File: src/rtl/encoder16x4_arb.sv
// ----------------------------------------------------------------------------
// encoder16x4_arb
//
// Sequential 16-to-4 request encoder. Rising edges on the 16 request lines are
// captured into a sticky pending register. One pending line at a time is
// offered as a 4-bit code with a valid/ready handshake, and that line is
// cleared once the consumer accepts the code.
//
// Ports:
//   clk          in   1   rising-edge clock
//   rst_n        in   1   asynchronous active-low reset
//   en           in   1   allows new offers (an offer in progress is not retracted)
//   req          in  16   request lines, bit i is line Di
//   code         out  4   index of the offered line
//   valid        out  1   code is being offered
//   ready        in   1   consumer accepts when valid && ready at a rising edge
//   pending      out 16   sticky pending register
//   any_pending  out  1   OR of pending (registered)
//
// Build option:
//   ENCODER_RR_EN  when defined, selection is round-robin starting at a pointer
//                  that moves to one past each accepted code. When undefined,
//                  selection is fixed priority with D0 highest.
// ----------------------------------------------------------------------------
module encoder16x4_arb (
    input  logic        clk,
    input  logic        rst_n,
    input  logic        en,
    input  logic [15:0] req,
    output logic [3:0]  code,
    output logic        valid,
    input  logic        ready,
    output logic [15:0] pending,
    output logic        any_pending
);

    typedef enum logic {
        IDLE  = 1'b0,
        OFFER = 1'b1
    } state_t;

    state_t      state_q, state_d;
    logic [15:0] req_q;
    logic [15:0] pending_q, pending_d;
    logic [3:0]  code_q, code_d;
    logic        any_pending_q;

    logic [15:0] rise;
    logic [15:0] clr;
    logic [3:0]  sel_code;

    assign rise = req & ~req_q;

`ifdef ENCODER_RR_EN
    logic [3:0] ptr_q, ptr_d;

    // Walk from the pointer upward with wrap-around. Iterating the offset
    // from high to low lets the smallest offset overwrite the result last.
    always_comb begin
        logic [3:0] idx;
        sel_code = 4'd0;
        idx      = 4'd0;
        for (int k = 15; k >= 0; k--) begin
            idx = ptr_q + 4'(k);
            if (pending_q[idx]) begin
                sel_code = idx;
            end
        end
    end
`else
    // Fixed priority: scan downward so the lowest set index is written last.
    always_comb begin
        sel_code = 4'd0;
        for (int i = 15; i >= 0; i--) begin
            if (pending_q[i]) begin
                sel_code = 4'(i);
            end
        end
    end
`endif

    // Handshake FSM. The offered code is latched on entry to OFFER so it
    // stays stable under backpressure even if pending changes meanwhile.
    always_comb begin
        state_d = state_q;
        code_d  = code_q;
        clr     = 16'd0;
`ifdef ENCODER_RR_EN
        ptr_d   = ptr_q;
`endif
        case (state_q)
            IDLE: begin
                if (en && (pending_q != 16'd0)) begin
                    state_d = OFFER;
                    code_d  = sel_code;
                end
            end
            OFFER: begin
                if (ready) begin
                    state_d = IDLE;
                    clr     = 16'd1 << code_q;
`ifdef ENCODER_RR_EN
                    ptr_d   = code_q + 4'd1;
`endif
                end
            end
            default: state_d = IDLE;
        endcase
        // A rise landing on the accept edge re-arms the same line.
        pending_d = (pending_q & ~clr) | rise;
    end

    always_ff @(posedge clk or negedge rst_n) begin
        if (!rst_n) begin
            state_q       <= IDLE;
            req_q         <= 16'd0;
            pending_q     <= 16'd0;
            code_q        <= 4'd0;
            any_pending_q <= 1'b0;
        end else begin
            state_q       <= state_d;
            req_q         <= req;
            pending_q     <= pending_d;
            code_q        <= code_d;
            any_pending_q <= |pending_d;
        end
    end

`ifdef ENCODER_RR_EN
    always_ff @(posedge clk or negedge rst_n) begin
        if (!rst_n) begin
            ptr_q <= 4'd0;
        end else begin
            ptr_q <= ptr_d;
        end
    end
`endif

    assign code        = code_q;
    assign valid       = (state_q == OFFER);
    assign pending     = pending_q;
    assign any_pending = any_pending_q;

endmodule
File: config.mk
export PLATFORM = sky130hd
export DESIGN_NAME = encoder16x4_arb
export DESIGN_NICKNAME = d
export VERILOG_FILES = /design/src/rtl/encoder16x4_arb.sv
export SDC_FILE = /design/constraint.sdc
export NUM_CORES = 1
export LEC_CHECK = 0
export BUFFER_PORTS_ARGS = -buffer_cell sky130_fd_sc_hd__buf_4
export CAP_MARGIN = 10
export CORE_UTILIZATION = 44
export CTS_BUF_LIST = sky130_fd_sc_hd__clkbuf_8
export CTS_CLUSTER_SIZE = 12
export DETAILED_ROUTE_END_ITERATION = 16
export MAX_ROUTING_LAYER = met4
export PLACE_DENSITY = 0.71
export SYNTH_ARGS = -nofsm -noshare
export SYNTH_HDL_FRONTEND = slang
export SYNTH_SLANG_ARGS = --single-unit
File: constraint.sdc
create_clock -name clk -period 1.9 [get_ports clk]
set_input_delay 0.285 -clock clk [delete_from_list [all_inputs] [get_ports clk]]
set_output_delay 0.285 -clock clk [all_outputs]
set_load 0.02 [all_outputs]
==> impl_metrics.tcl <==
set metrics [dict create \
    status "finished clean" \
    hold_start "req[1]" \
    grt_max_degree 39 \
    ant_nets 0 \
    period_share 0.9981 \
    numCtsBuffers 5 \
    num_rows 21 \
    grt_usage 0.2358 \
    min_period_ns 1.896 \
    clock-root-buffer "clkbuf_8" \
    max_freq_ghz 0.5273 \
    syn_area_per_cell_um2 10.25 \
    grt_pass1_vias 1462 \
    maxSlewHeadroom 0.6462 \
    final_max_slew_viol_count 0 \
    fin_ws_ns 0.003619 \
    die_h_um 62.87 \
    synth_fp_nets 179 \
    fillCellCount 303 \
    io_pins 42 \
    vias 1481 \
    clkTransAtPathRegs_ns 0.07 \
    hold_viol 0 \
    internal_power_mw 1.482 \
    start_util 0.4736 \
    synth-seq-area-share 0.5833 \
    r2r-start "code[1]" \
    fin_worst_skew_ns 0.006298 \
    criticalPathCategory "flop to flop" \
    path_max_fanout 3 \
    multi_input_area_um2 613.1 \
    start_kind "flop" \
    yosysWarnings 0 \
    drc 0 \
    cts.htree.levels 2 \
    finalSetupViolCount 0 \
    clock_sink_count 38 \
    tritoncts "done" \
    end_kind "flop" \
    hold_ws_ns 0.1115 \
    power_density_nw_per_um2 1035 \
    synth_cell_types 33 \
    synth-seq-cells 38 \
    cts_max_path_buffers 2 \
    dpl.hpwl_um 3083 \
    io_buffers 41 \
    dieArea_um2 3953 \
    power_frac_comb 0.322 \
    dp_slack_ns -0.03890 \
    post_drt_wl_per_cell_um 15.84 \
    clock_latency_ns 0.29 \
    vdd_drop_max_v 0.0006276 \
    worstPathRequired_ns 2.05 \
    die_x_um 62.87 \
    overflow 0 \
    synthesis.instances 159 \
    worst_pin_slew_ns 0.5259 \
    hp-class "input pin to flop" \
    cap_violations 0 \
    drt_wl_total_um 4198 \
    rsz0062_at_grt "true" \
    netSwitchingFraction 0.3465 \
    drt-initial-drc-count 115 \
    grt_pass1_wl_um 6893 \
    drt-vias-per-instance 5.589 \
    synth_area_um2 1630 \
    mostFrequentLayoutCell "buf_4" \
    fin_nets 238 \
    p_clk_frac 0.226 \
    arrival_ns 2.05 \
    drive_gt1_frac 0.3105 \
    gp_congestion 0.9303 \
    synthFlopType "dfrtp_1" \
    p_leak_nw 0.9480 \
    layout_common_cells "buf_4 (55), dfrtp_1 (36), inv_1 (20), o21ai_0 (18), nor2_1 (14)" \
    firstDrtPassIters 6 \
    fin_util 0.6365 \
    diodes 0 \
    seq_power_share 0.452 \
    seq_area_um2 953.4 \
    coreArea_um2 3442 \
    syn_to_final_growth_pct 34.38 \
    synth_enable_flop_cells 0 \
    fin_setup_tns_ns 0 \
    antenna_found_initial 0 \
    critPathLaunch "code[1]" \
    p_sw_uw 786.0 \
    synthArstFlopShare 1.000 \
]
==> worst max-delay path: stages (launching register included) <==
cell      delay [ns]
dfrtp_2         0.41
nand4b_1        0.22
a221o_1         0.36
or4b_4          0.50
nor4_2          0.16
nand3_1         0.11
==> synth_stat cells, drive strengths merged, types with 2 or more instances <==
cell     n  area share
nand2    7       0.016
o21ai   19       0.058
o31ai    5       0.023
inv     17       0.039
nand2b   6       0.023
a221o    2       0.012
nand4    3       0.012
nand3    3      0.0092
nor3     2      0.0061
o41ai    2       0.011
dfrtp   38        0.58
nand4b   2       0.011
nor2b    5       0.019
nor4     6       0.023
a21oi    9       0.028
nor2    14       0.032
o21a     2      0.0092
buf      3       0.013
==> metrics by stage <==
step	std cells	cell area [um^2]	total power, mW
finish	265	2191	2.268
global route	265	2191	2.396
CTS	265	2178	2.265
detailed placement	255	2071	1.739
global placement	255	2071	1.721
floorplan	159	1635	1.386
==> registers in the layout, indices dropped and copies added (netlist names) <==
signal / flops
pending: 16
req_q: 16
any_pending: 1
valid: 1
code: 4
==> power groups by stage <==
| stage | clock (mW) | combinational, mW | sequential [mW] |
|---|---|---|---|
| after floorplan | 0 | 0.279 | 1.11 |
| after global placement | 0 | 0.691 | 1.03 |
| after detailed placement | 0 | 0.702 | 1.04 |
| after CTS | 0.521 | 0.723 | 1.02 |
| after global routing | 0.566 | 0.789 | 1.04 |
| final | 0.512 | 0.731 | 1.03 |
==> worst paths after layout <==
check	endpoint	slack, ns	cells after the start
worst max-delay path	any_pending	0.004	5
worst min-delay path	req_q[1]	0.11	1
worst max register to register	any_pending	0.004	5
worst min register to register	pending[14]	0.47	1
max in group asynchronous	code[1]	1.06	2
min in group asynchronous	pending[8]	0.50	2
==> layout make-up <==
| class | count | share of cell area |
|---|---|---|
| tap | 46 | 0.02627 |
| timing repair buffer | 56 | 0.1930 |
| sequential | 38 | 0.4352 |
| clock inverter | 3 | 0.005140 |
| inverter | 17 | 0.02913 |
| clock buffer | 5 | 0.03141 |
| multi-input combinational | 100 | 0.2798 |
==> kinds of logic after synthesis <==
kind of cell | after synthesis | synth area share
DFF | 38 | 0.5833
buffers and inverters | 21 | 0.05449
AOI/OAI and AO/OA | 47 | 0.1834
and+or+nand+nor | 53 | 0.1788
==> layer usage <==
| metal | GRT usage | up-vias | routed length (um) |
|---|---|---|---|
| li1 | - | 686 | - |
| met1 | 0.2876 | 713 | 1769 |
| met2 | 0.3777 | 76 | 2105 |
| met3 | 0.05657 | 6 | 277 |
| met4 | 0.08721 | 0 | 45 |
| met5 | - | - | 0 |
==> repair_timing <==
| action | 4_1_cts | 5_1_grt |
|---|---|---|
| setup endpoints to repair | 1 | 1 |
| pin swaps | 1 | 0 |
| setup buffers | 1 | 0 |
| endpoints found under the hold margin | 38 | 0 |
| hold buffers | 1 | 0 |
| resized for setup | 2 | 3 |
No activity file was read; power rests on OpenSTA's default activity.
